## src/rtl/tlu_emulator.sv

```systemverilog
// Trigger Logic Unit emulator: local/periodic trigger generation driving TLU_TRIGGER/TLU_RESET
// towards a DAQ TLU receiver, with pulse, handshake and handshake+serial-ID modes.
module tlu_emulator #(
  parameter int unsigned TRIG_ID_WIDTH = 15,
  parameter int unsigned PERIOD_WIDTH  = 16,
  parameter int unsigned TIMEOUT_WIDTH = 16,
  parameter int unsigned CNT_WIDTH     = 16,
  parameter int unsigned RESET_LENGTH  = 4
) (
  input  logic                     SYS_CLK,
  input  logic                     SYS_RST_N,
  input  logic                     ENABLE,
  input  logic [1:0]               MODE,
  input  logic                     START_TRIGGER,
  input  logic [PERIOD_WIDTH-1:0]  TRIG_PERIOD,
  input  logic [7:0]               TRIG_LENGTH,
  input  logic [TIMEOUT_WIDTH-1:0] BUSY_TIMEOUT,
  input  logic                     CLEAR_ID,
  input  logic                     TLU_CLOCK,
  input  logic                     TLU_BUSY,
  output logic                     TLU_TRIGGER,
  output logic                     TLU_RESET,
  output logic [TRIG_ID_WIDTH-1:0] TRIG_ID,
  output logic [CNT_WIDTH-1:0]     ACCEPTED_CNT,
  output logic [CNT_WIDTH-1:0]     VETOED_CNT,
  output logic [CNT_WIDTH-1:0]     TIMEOUT_CNT,
  output logic                     IDLE
);

  localparam int unsigned RST_CW = (RESET_LENGTH < 2) ? 1 : $clog2(RESET_LENGTH);

  typedef enum logic [1:0] {S_IDLE, S_PULSE, S_TRIG, S_READ} state_t;

  state_t                     r_state;
  logic                       r_clk_meta, r_clk_s, r_clk_s_d;
  logic                       r_busy_meta, r_busy_s;
  logic [PERIOD_WIDTH-1:0]    r_per_cnt;
  logic [TRIG_ID_WIDTH-1:0]   r_next_id;
  logic [TRIG_ID_WIDTH-1:0]   r_trig_id;
  logic [TRIG_ID_WIDTH:0]     r_sr;
  logic                       r_mode_id;
  logic [7:0]                 r_plen;
  logic [7:0]                 r_pcnt;
  logic [TIMEOUT_WIDTH-1:0]   r_wait;
  logic                       r_trig;
  logic                       r_idle;
  logic                       r_tlu_reset;
  logic [RST_CW-1:0]          r_rst_cnt;
  logic [CNT_WIDTH-1:0]       r_acc_cnt, r_veto_cnt, r_tmo_cnt;

  logic                       w_clk_rise;
  logic                       w_per_on, w_tick, w_req, w_accept, w_veto, w_timeout;
  logic [7:0]                 w_pulse_len;

  assign w_clk_rise  = r_clk_s & ~r_clk_s_d;
  assign w_per_on    = ENABLE && (TRIG_PERIOD != '0);
  assign w_tick      = w_per_on && (r_per_cnt >= TRIG_PERIOD);
  assign w_req       = START_TRIGGER | w_tick;
  assign w_accept    = w_req & ENABLE & (r_state == S_IDLE) & ~r_tlu_reset
                       & ~(r_clk_s & (MODE != 2'd0));
  assign w_veto      = w_req & ENABLE & ~w_accept;
  assign w_pulse_len = (TRIG_LENGTH == 8'd0) ? 8'd1 : TRIG_LENGTH;
  assign w_timeout   = (r_state == S_TRIG) && !r_busy_s && (BUSY_TIMEOUT != '0)
                       && (r_wait == BUSY_TIMEOUT - 1'b1);

  always_ff @(posedge SYS_CLK or negedge SYS_RST_N) begin
    if (!SYS_RST_N) begin
      r_clk_meta  <= 1'b0;
      r_clk_s     <= 1'b0;
      r_clk_s_d   <= 1'b0;
      r_busy_meta <= 1'b0;
      r_busy_s    <= 1'b0;
    end else begin
      r_clk_meta  <= TLU_CLOCK;
      r_clk_s     <= r_clk_meta;
      r_clk_s_d   <= r_clk_s;
      r_busy_meta <= TLU_BUSY;
      r_busy_s    <= r_busy_meta;
    end
  end

  // Period counter runs 1..TRIG_PERIOD; >= also recovers if the period is lowered mid-count.
  always_ff @(posedge SYS_CLK or negedge SYS_RST_N) begin
    if (!SYS_RST_N) begin
      r_per_cnt <= '0;
    end else if (!w_per_on) begin
      r_per_cnt <= '0;
    end else if (w_tick) begin
      r_per_cnt <= PERIOD_WIDTH'(1);
    end else begin
      r_per_cnt <= r_per_cnt + 1'b1;
    end
  end

  always_ff @(posedge SYS_CLK or negedge SYS_RST_N) begin
    if (!SYS_RST_N) begin
      r_next_id   <= '0;
      r_trig_id   <= '0;
      r_tlu_reset <= 1'b0;
      r_rst_cnt   <= '0;
    end else begin
      if (w_accept) begin
        r_trig_id <= r_next_id;
      end
      if (CLEAR_ID) begin
        r_next_id <= '0;
      end else if (w_accept) begin
        r_next_id <= r_next_id + 1'b1;
      end
      if (CLEAR_ID) begin
        r_tlu_reset <= 1'b1;
        r_rst_cnt   <= RST_CW'(RESET_LENGTH - 1);
      end else if (r_rst_cnt != '0) begin
        r_rst_cnt <= r_rst_cnt - 1'b1;
      end else begin
        r_tlu_reset <= 1'b0;
      end
    end
  end

  always_ff @(posedge SYS_CLK or negedge SYS_RST_N) begin
    if (!SYS_RST_N) begin
      r_acc_cnt  <= '0;
      r_veto_cnt <= '0;
      r_tmo_cnt  <= '0;
    end else begin
      if (w_accept && (r_acc_cnt != '1)) begin
        r_acc_cnt <= r_acc_cnt + 1'b1;
      end
      if (w_veto && (r_veto_cnt != '1)) begin
        r_veto_cnt <= r_veto_cnt + 1'b1;
      end
      if (w_timeout && (r_tmo_cnt != '1)) begin
        r_tmo_cnt <= r_tmo_cnt + 1'b1;
      end
    end
  end

  always_ff @(posedge SYS_CLK or negedge SYS_RST_N) begin
    if (!SYS_RST_N) begin
      r_state   <= S_IDLE;
      r_sr      <= '0;
      r_mode_id <= 1'b0;
      r_plen    <= 8'd1;
      r_pcnt    <= '0;
      r_wait    <= '0;
      r_trig    <= 1'b0;
      r_idle    <= 1'b1;
    end else begin
      case (r_state)
        S_IDLE: begin
          if (w_accept) begin
            r_mode_id <= MODE[1];
            r_plen    <= w_pulse_len;
            r_pcnt    <= '0;
            r_wait    <= '0;
            r_trig    <= 1'b1;
            r_idle    <= 1'b0;
            if (MODE == 2'd0) begin
              r_state <= S_PULSE;
            end else begin
              r_state <= S_TRIG;
              if (MODE[1]) begin
                r_sr <= {r_next_id, 1'b0};
              end
            end
          end
        end
        S_PULSE: begin
          if (r_pcnt == r_plen - 8'd1) begin
            r_state <= S_IDLE;
            r_trig  <= 1'b0;
            r_idle  <= 1'b1;
          end else begin
            r_pcnt <= r_pcnt + 8'd1;
          end
        end
        S_TRIG: begin
          if (r_busy_s) begin
            r_state <= S_READ;
            r_trig  <= r_mode_id ? r_sr[0] : 1'b0;
          end else if (w_timeout) begin
            r_state <= S_IDLE;
            r_trig  <= 1'b0;
            r_idle  <= 1'b1;
          end else begin
            r_wait <= r_wait + 1'b1;
          end
        end
        S_READ: begin
          if (!r_busy_s) begin
            r_state <= S_IDLE;
            r_sr    <= '0;
            r_trig  <= 1'b0;
            r_idle  <= 1'b1;
          end else if (w_clk_rise) begin
            // Register the bit that becomes SR[0] after this shift, so the line tracks SR[0].
            r_sr   <= {1'b0, r_sr[TRIG_ID_WIDTH:1]};
            r_trig <= r_mode_id ? r_sr[1] : 1'b0;
          end
        end
        default: begin
          r_state <= S_IDLE;
          r_trig  <= 1'b0;
          r_idle  <= 1'b1;
        end
      endcase
    end
  end

  assign TLU_TRIGGER  = r_trig;
  assign TLU_RESET    = r_tlu_reset;
  assign TRIG_ID      = r_trig_id;
  assign ACCEPTED_CNT = r_acc_cnt;
  assign VETOED_CNT   = r_veto_cnt;
  assign TIMEOUT_CNT  = r_tmo_cnt;
  assign IDLE         = r_idle;

endmodule

```

## config.mk

```make
export PLATFORM = sky130hd
export DESIGN_NAME = tlu_emulator
export DESIGN_NICKNAME = d
export VERILOG_FILES = /design/src/rtl/tlu_emulator.sv
export SDC_FILE = /design/constraint.sdc
export NUM_CORES = 1
export LEC_CHECK = 0
export CAP_MARGIN = 0
export CORE_MARGIN = 2
export CORE_UTILIZATION = 50
export CTS_BUF_LIST = sky130_fd_sc_hd__clkbuf_4
export CTS_CLUSTER_SIZE = 16
export DETAILED_ROUTE_END_ITERATION = 12
export GPL_TIMING_DRIVEN = 0
export MAX_ROUTING_LAYER = met4
export PLACE_DENSITY = 0.76
export SLEW_MARGIN = 25
export SYNTH_ARGS = -nofsm -noshare
export SYNTH_HDL_FRONTEND = slang
export SYNTH_SLANG_ARGS = --single-unit
```

## constraint.sdc

```tcl
create_clock -name SYS_CLK -period 2.9 [get_ports SYS_CLK]
set_input_delay 0.58 -clock SYS_CLK [delete_from_list [all_inputs] [get_ports SYS_CLK]]
set_output_delay 0.58 -clock SYS_CLK [all_outputs]
set_load 0.02 [all_outputs]
```

**Yosys cells after proc, flatten, opt, wreduce, memory -nomap -nowiden**

Cells that the tools add are included.

- Bitwise logic cells: 12
- Multiplexer cells: 44
- Reduce and logical (&&, ||, !) cells: 28
- Magnitude comparators: 1
- Equal/unequal tests: 20
- Add/sub/neg operators: 10

Operators with widths:

| operator | number |
|---|---|
| 16-bit two-way mux | 10 |
| 16-bit by 1-bit adder with 16-bit output, second input constant | 5 |
| 16-bit one-hot mux with 2 select lines | 2 |
| 16-bit != test, second input constant | 3 |
| 16-bit nonzero test | 2 |
| 15-bit two-way mux | 2 |
| 8-bit two-way mux | 3 |
| 2-bit != test, second input constant | 10 |
| 16-bit == test | 1 |
| 16-bit greater-or-equal comparator | 1 |
| 2-bit two-way mux | 8 |
| 8-bit one-hot mux with 2 select lines | 1 |
| 16-bit by 1-bit subtractor with 16-bit output, second input constant | 1 |
| 15-bit by 1-bit adder with 15-bit output, second input constant | 1 |
| 1-bit two-way mux | 15 |
| 2-bit nonzero test | 7 |
| 4-bit AND reduction | 3 |
| 5-bit AND reduction | 2 |
| 8-bit by 1-bit adder with 8-bit output, second input constant | 1 |
| 8-bit == test | 1 |
| 1-bit logical AND | 8 |
| 8-bit logical NOT | 1 |
| 1-bit one-hot mux with 4 select lines | 2 |
| 2-bit one-hot mux with 4 select lines | 1 |
| other kinds (12) | 24 |

- Register bits after elaboration: 155
- Input port bits: 49
- Word-level logic and storage cells: 136
- Output and inout port bits: 66

**Longest topological paths before layout**

Gate-level depths: netlist of run 1.

- Depth in word-level cells: 11
- Depth in mapped cells: 12
- Gate-level depth less buffers: 10

**Least setup slack after synthesis of run 1**

OpenSTA, ideal clock, no wires.

- Kind: input to register
- From: input port BUSY_TIMEOUT[2]
- To: register r_tmo_cnt[7], in the netlist TIMEOUT_CNT[7]
- Buffers on the path: 1
- Data arrival time: 2.630 ns
- Data required time: 2.767 ns
- Stages on the path: 9
- Library setup time: 0.133 ns
- Setup slack: 0.137 ns
- Cells stage by stage: or4_4 > o41ai_2 > a21oi_1 > or4_4 > and2_1 > nand3_2 > buf_4 > nor2_1 > xor2_1

- Longest elaborated chain between the ends: 4
- Elaborated cells on any way between the ends: 6
- Classes of those cells: add/sub: 1; eq/ne: 1; reduce/logical: 4

RTL lines:

| element | line | source |
|---|---|---|
| start, declared | 17 | `input logic [TIMEOUT_WIDTH-1:0] BUSY_TIMEOUT,` |
| 16-bit by 1-bit subtractor with 16-bit output or 16-bit nonzero test (tied branches) | 64, 63 |  |
| 16-bit == test or 1-bit logical AND (tied branches) | 64, 63 |  |
| 1-bit logical AND * | 64 | `&& (r_wait == BUSY_TIMEOUT - 1'b1);` |
| 1-bit logical AND * | 133 | `if (w_timeout && (r_tmo_cnt != '1)) begin` |
| end signal, assigned | 134 | `r_tmo_cnt <= r_tmo_cnt + 1'b1;` |
| end, declared | 49 | `logic [CNT_WIDTH-1:0] r_acc_cnt, r_veto_cnt, r_tmo_cnt;` |

Mark *: on every way between the ends. The rest lies on a longest branch, timed or not.
A chain may end at the register's enable or synchronous reset.

**Worst setup path in the final report of run 1**

- From: input port TRIG_PERIOD[2]
- To: register r_acc_cnt[12], in the netlist ACCEPTED_CNT[12]

- Longest elaborated chain between the ends: 9
- Elaborated cells on any way between the ends: 10
- Classes of those cells: order compare: 1; bitwise: 5; reduce/logical: 4

RTL lines:

| element | line | source |
|---|---|---|
| start, declared | 15 | `input logic [PERIOD_WIDTH-1:0] TRIG_PERIOD,` |
| branches (longest 2 deep; another with 16-bit greater-or-equal comparator) | n/a |  |
| 1-bit logical AND * | 57 | `assign w_tick = w_per_on && (r_per_cnt >= TRIG_PERIOD);` |
| 1-bit bitwise OR * | 58 | `assign w_req = START_TRIGGER \| w_tick;` |
| 1-bit bitwise AND * (3 in series) | 59 | `assign w_accept = w_req & ENABLE & (r_state == S_IDLE) & ~r_tlu_reset` |
| 1-bit bitwise AND * | 60 | `& ~(r_clk_s & (MODE != 2'd0));` |
| 1-bit logical AND * | 127 | `if (w_accept && (r_acc_cnt != '1)) begin` |
| end signal, assigned | 128 | `r_acc_cnt <= r_acc_cnt + 1'b1;` |
| end, declared | 49 |  |

Mark *: on every way between the ends.

==> impl_metrics.py, run 1 <==
metrics = {
    "status": {
        "outcome": "finished, final reports clean",
    },
    "power": {
        "power_density_mw_per_mm2": 455.1,
        "sw_frac_of_total": 0.3147,
        "comb_power_share": 0.209,
        "leakage_nw": 4.668,
        "pwr-share-seq": 0.547,
        "clkPwrFrac": 0.244,
        "cellInternalPower_mw": 3.134,
        "total_power_mw": 4.573,
        "ir_worst_vdd_mv": 0.2214,
        "p_switching_mw": 1.439,
    },
    "setup_path": {
        "end_kind": "register",
        "worstSetupPathDepth": 10,
        "cp.required_ns": 3.35,
        "critPathKind": "input port to register",
        "critPathMaxStageDelay_ns": 0.58,
        "crit_arrival_ns": 3.22,
        "r2r_cells": 9,
        "crit_buf_inv": 2,
        "crit_path_cell_trace": "clkdlybuf4s50_1 -> inv_1 -> ha_1 -> nand2_1 -> o21ai_0 -> a211oi_2 -> o31ai_2 -> nand3_2 -> or4_1 -> mux2_2",
        "worst_path_max_delay_cell": "or4_1",
        "cp_top_family": "simple AND/OR/NAND/NOR gates",
        "critPathLaunchType": "input port",
        "cp_max_fo": 7,
    },
    "synthesis": {
        "syn_area_mm2": 0.008318,
        "synthTopCellsByArea": "dfrtp_1 46%, xor2_1 6.9%, nand2_1 6.9%",
        "yosysWarnings": 0,
        "syn_area_per_cell_um2": 9.273,
        "synth_top_area_share": 0.4603,
        "ys_seq_elements": 155,
        "syn_inst": 897,
        "ys_types": 69,
        "seq_area_frac_synth": 0.4666,
        "async_reset_ff_frac": 1.000,
        "syn_nets": 973,
        "synthFlopType": "dfrtp_1",
        "synth_edf_count": 0,
        "synth_area_leader_cell": "dfrtp_1",
    },
    "timing": {
        "slew_headroom": 0.5569,
        "tightest_slew_ns": 0.6596,
        "layout_setup_ws_ns": 0.1384,
        "slew_viol_final": 0,
        "finalSetupViolCount": 0,
        "rsz0062_at_grt": "no",
        "fin_crit_sh": 0.9523,
        "period_needed_ns": 2.762,
        "hold_viol": 0,
        "fmax_mhz": 362.1,
        "fin_worst_skew_ns": 0.01686,
    },
    "cts": {
        "cts.clk_slew.worst_paths_ns": 0.13,
        "cts-root-buf": "clkbuf_4",
        "cts_sinks": 155,
        "htree_levels": 4,
        "cts_buffer_depth": 2,
        "insertion_delay_ns": 0.55,
        "cts_tree": "built",
        "cts_made_buffers": 17,
        "postCtsSetupBuffers": 0,
    },
    "drt": {
        "wl_per_cell_um": 14.51,
        "first_pass_iters": 5,
        "drc": 0,
        "wirelength_um": 18310,
        "postRouteAntennaNets": 0,
        "vias": 6784,
        "first_iter_violations": 415,
        "drt-vias-per-instance": 5.376,
    },
    "cells_and_area": {
        "multiInputGateArea_mm2": 0.004225,
        "area_growth_pct": 20.80,
        "drive_above_1_share": 0.07109,
        "fillers": 1387,
        "seq_area_mm2": 0.003881,
        "layout.nets": 1104,
    },
    "flow_run": {
        "max-cap-violations": 0,
    },
    "global_route": {
        "antenna_found_initial": 1,
        "grt_max_degree": 89,
        "grt_remaining_overflow": 0,
        "grt_pass1_wl_um": 31060,
        "grt_pass1_vias": 6378,
        "track_usage": 0.2236,
    },
    "floorplanning": {
        "die-width_um": 133.0,
        "io_pins": 115,
        "die_area_mm2": 0.01768,
        "num_rows": 47,
        "initial_core_util": 0.5070,
        "die_y_um": 133.0,
        "core_mm2": 0.01641,
    },
    "placement": {
        "io_buffer_count": 112,
        "place_hpwl_um": 13230,
        "dpl_worst_slack_ns": -1.329,
        "place.gp.congestion": 0.9092,
    },
    "hold_path": {
        "holdCritPathClass": "register to register",
        "hold_depth": 0,
    },
}
-- registers in the layout, summed over array words and instances (netlist names), 2 cells and up --
name and flops:
TRIG_ID 15, r_wait 16, VETOED_CNT 16, TIMEOUT_CNT 16, r_state 2, r_per_cnt 16, ACCEPTED_CNT 16, r_plen 8
r_rst_cnt 2, r_pcnt 8, r_sr 16, r_next_id 15
-- path summary, 6_finish.rpt --
kind	from	endpoint	slack (ns)
max reg2reg	r_per_cnt[0]	ACCEPTED_CNT[12]	0.17
max in group asynchronous	SYS_RST_N	ACCEPTED_CNT[10]	1.52
min	r_clk_meta	r_clk_s	0.36
min reg2reg	r_clk_meta	r_clk_s	0.36
min in group asynchronous	SYS_RST_N	TIMEOUT_CNT[14]	0.57
max	TRIG_PERIOD[2]	ACCEPTED_CNT[12]	0.14
-- cell usage in the layout, fill, tap and decap left out, types with 29 or more instances in the layout --
master / n
nor2_1: 77
clkdlybuf4s50_1: 106
dfrtp_1: 153
xnor2_1: 37
a21oi_1: 35
o21ai_0: 30
nand4_1: 29
nand3_1: 37
nand2_1: 151
and3_1: 39
inv_1: 33
xor2_1: 66
-- synthesized netlist by cell type (all sizes together), types with 2 or more instances --
| master | count |
|---|---|
| xor2 | 66 |
| and3 | 40 |
| a211oi | 7 |
| and4 | 2 |
| a31oi | 4 |
| nand4b | 2 |
| nand2 | 153 |
| o31ai | 7 |
| xnor2 | 37 |
| nor2b | 4 |
| nor2 | 78 |
| buf | 5 |
| o41ai | 2 |
| nor4b | 2 |
| nand3 | 39 |
| nor3 | 21 |
| dfrtp | 153 |
| a21oi | 35 |
| a22o | 2 |
| a211o | 2 |
| nor4 | 13 |
| mux2 | 6 |
| or3b | 3 |
| dfstp | 2 |
| o21ai | 33 |
| nand4 | 29 |
| or4 | 5 |
| inv | 33 |
| a41oi | 3 |
| ha | 27 |
| o211ai | 4 |
| clkbuf | 27 |
| and2 | 8 |
| a21o | 2 |
| nand2b | 8 |
| nand3b | 4 |
| mux2i | 4 |
| or3 | 6 |
| and2b | 2 |
| nor3b | 3 |
-- layer usage --
metal | vias up | share of wire | global-route usage
met3 | 20 | 0.055 | 0.05402
li1 | 3372 | - | -
met5 | - | 0 | -
met4 | 0 | 0.013 | 0.06093
met2 | 157 | 0.47 | 0.3385
met1 | 3235 | 0.47 | 0.3029
-- layout make-up --
type,count,area share
Antenna cell,1,0.0002490
Buffer,30,0.01457
Clock buffer,20,0.01494
Clock inverter,12,0.007471
Inverter,33,0.01233
Multi-Input combinational cell,677,0.4205
Sequential cell,155,0.3863
Tap cell,220,0.02739
Timing Repair Buffer,114,0.1163
-- kinds of logic (layout without fill, tap and decap cells) --
family | after synthesis | count (layout) | synth area share
buf+inv | 65 | 209 | 0.03129
xor+xnor | 104 | 104 | 0.1112
mux | 10 | 10 | 0.01294
fa+ha+maj | 27 | 27 | 0.04061
flops | 155 | 155 | 0.4666
compound gates | 110 | 110 | 0.08243
simple gates | 426 | 426 | 0.2550
other cells | 0 | 1 | 0
-- power groups by stage --
| stage | Combinational [mW] | Clock, mW | Sequential [mW] |
|---|---|---|---|
| 2_1_floorplan | 0.557 | 0 | 2.55 |
| 3_3_place_gp | 0.925 | 0 | 2.53 |
| 3_5_place_dp | 0.954 | 0 | 2.53 |
| 4_1_cts | 0.959 | 1.16 | 2.50 |
| 5_1_grt | 1.07 | 1.27 | 2.53 |
| 6_report | 0.956 | 1.12 | 2.50 |
-- repair_timing --
action	4_1_cts	5_1_grt
setup endpoints to repair	109	75
endpoints found under the hold margin	66	0
hold buffers	1	0
cloned	0	0
gates resized for setup	18	15
-- stage by stage --
step | std cells | hold WS (ns) | util | TNS, ns | instance area (µm²)
finish | 1262 | 0.3619 | 0.6124 | 0 | 10050
floorplan | 897 | 0.2844 | - | 0 | 8318
global placement | 1229 | 0.3374 | 0.5921 | -886.77 | 9714
global route | 1262 | 0.3580 | 0.6124 | 0 | 10050
detailed placement | 1230 | 0.3371 | 0.5941 | -118.66 | 9747
CTS | 1262 | 0.3417 | 0.6098 | 0 | 10000
-- worst reg2reg max path: stages (launching register included) --
cell and delay [ns]:
dfrtp_1 0.50, inv_1 0.07, ha_1 0.28, nor2b_1 0.05, o21ai_0 0.21, a211oi_2 0.13, o31ai_2 0.30, nand3_2 0.25
or4_1 0.59, mux2_2 0.28
Power figures use the tool's default switching activity.
==> run 2, diff against run 1 <==
TNS_END_PERCENT = 10   (was default)
==> run 2 against run 1 <==
Against the previous run:
- die area did not move
- design area barely moved
- flip-flop and latch count did not move
- combinational power barely moved
- largest cell class unchanged
==> impl_metrics.py, run 2 (synthesized netlist as in run 1, its figures left out) <==
metrics = {
    "setup_path": {
        "critPathKind": "input port to register",
        "cp_max_fo": 10,
        "worstReg2RegEnd": "TRIG_ID[3]",
        "cp.required_ns": 3.38,
        "crit_arrival_ns": 3.29,
        "rrSetupSlack_ns": 0.12,
        "end_kind": "register",
        "r2r_cells": 11,
        "critPathLaunchType": "input port",
        "reg2reg_from": "r_per_cnt[0]",
    },
    "floorplanning": {
        "io_pins": 115,
        "die_area_mm2": 0.01768,
        "initial_core_util": 0.5070,
        "core_mm2": 0.01641,
        "die-width_um": 133.0,
        "num_rows": 47,
        "die_y_um": 133.0,
    },
    "status": {
        "outcome": "finished, final reports clean",
    },
    "cells_and_area": {
        "layout.nets": 1105,
        "most-common-layout-cells": "153 x dfrtp_1, 151 x nand2_1, 106 x clkdlybuf4s50_1",
        "area_growth_pct": 20.82,
        "layout_commonest_cell": "dfrtp_1",
        "drive_above_1_share": 0.07006,
    },
    "timing": {
        "hold_viol": 0,
        "finalSetupViolCount": 0,
        "fin_worst_skew_ns": 0.01716,
        "fmax_mhz": 356.3,
        "slew_headroom": 0.5586,
        "period_needed_ns": 2.807,
        "fin_crit_sh": 0.9678,
        "tightest_slew_ns": 0.6570,
        "rsz0062_at_grt": "yes",
        "slew_viol_final": 0,
        "layout_setup_ws_ns": 0.09346,
    },
    "power": {
        "total_power_mw": 4.574,
        "power_density_mw_per_mm2": 455.2,
        "ir_worst_vdd_mv": 0.2211,
        "leakage_nw": 4.671,
    },
    "global_route": {
        "track_usage": 0.2235,
        "grt_pass1_vias": 6391,
        "grt_busiest_layer": "met2",
        "grtUsageMet1": 0.3016,
        "use_met3": 0.05441,
        "grt_pass1_wl_um": 31040,
        "grt_remaining_overflow": 0,
        "grtUsageMet2": 0.3371,
        "grt_max_degree": 89,
        "antenna_found_initial": 1,
    },
    "drt": {
        "wl_per_cell_um": 14.48,
        "drt-vias-per-instance": 5.371,
        "drc": 0,
        "vias": 6784,
        "first_pass_iters": 5,
        "first_iter_violations": 413,
        "postRouteAntennaNets": 0,
        "wirelength_um": 18290,
    },
    "placement": {
        "place_hpwl_um": 13230,
        "io_buffer_count": 112,
        "place.gp.congestion": 0.9092,
        "dpl_worst_slack_ns": -1.329,
    },
    "cts": {
        "insertion_delay_ns": 0.55,
        "cts_made_buffers": 17,
        "cts_buffer_depth": 2,
        "cts-root-buf": "clkbuf_4",
        "htree_levels": 4,
        "cts.clk_slew.worst_paths_ns": 0.12,
        "cts_sinks": 155,
        "cts_tree": "built",
    },
    "hold_path": {
        "min_from": "r_clk_meta",
        "hold_end": "r_clk_s",
        "hold_depth": 0,
        "holdCritPathClass": "register to register",
    },
    "flow_run": {
        "max-cap-violations": 0,
    },
}
[run 2: cell types whose count changed in the layout (fill, tap and decap cells not counted), sizes merged]
cell and change:
clkbuf +1
[run 2: worst max path at each step]
stage	from	to	depth (start not counted)
6_report	TRIG_PERIOD[2]	TRIG_ID[3]	12
5_1_grt	r_per_cnt[0]	TRIG_ID[10]	11
4_1_cts	r_per_cnt[0]	ACCEPTED_CNT[14]	10
3_5_place_dp	MODE[1]	r_wait[7]	8
3_3_place_gp	SYS_RST_N	ACCEPTED_CNT[6]	1
2_1_floorplan	BUSY_TIMEOUT[2]	TIMEOUT_CNT[7]	9
[run 2: layer usage]
layer	vias up	wire length, µm
li1	3371	-
met1	3225	8516
met2	163	8502
met3	25	994
met4	0	273
met5	-	0
[run 2: critical path, stage by stage]
cell             delay [ns]
clkdlybuf4s50_1        0.49
inv_1                  0.05
ha_1                   0.29
nand2_1                0.05
o21ai_0                0.21
a211oi_2               0.13
o31ai_2                0.29
and3_2                 0.39
clkbuf_2               0.28
clkbuf_1               0.36
nand2_1                0.10
nand2_1                0.08
[run 2: layout make-up]
type                       instances  area, µm²
fill                            1389       6357
multi-input combinational        677       4220
sequential                       155       3881
timing repair buffer             114       1169
tap                              220      275.3
buffer                            31      152.6
clock buffer                      20      150.1
inverter                          33      123.9
clock inverter                    12      75.07
antenna                            1      2.502
[run 2: per-stage QoR]
| step | utilization | TNS [ns] | instances | cell area, µm² | hold WS, ns |
|---|---|---|---|---|---|
| CTS | 0.6095 | -0.08908 | 1262 | 10000 | 0.3417 |
| floorplan | - | 0 | 897 | 8318 | 0.2844 |
| finish | 0.6125 | 0 | 1263 | 10050 | 0.3627 |
| global placement | 0.5921 | -886.77 | 1229 | 9714 | 0.3374 |
| detailed placement | 0.5941 | -118.66 | 1230 | 9747 | 0.3371 |
| global route | 0.6125 | -0.8044 | 1263 | 10050 | 0.3580 |
[run 2: what timing repair did]
action,4_1_cts,5_1_grt
hold buffers,1,0
resized for setup,15,21
endpoints found under the setup margin,109,81
setup buffers,0,0
endpoints found under the hold margin,66,0
[run 2: where the power goes]
group / switching [mW] / total (mW) / internal (mW)
sequential: 0.176 / 2.50 / 2.32
combinational: 0.504 / 0.956 / 0.452
clock: 0.760 / 1.12 / 0.358
total: 1.44 / 4.57 / 3.13
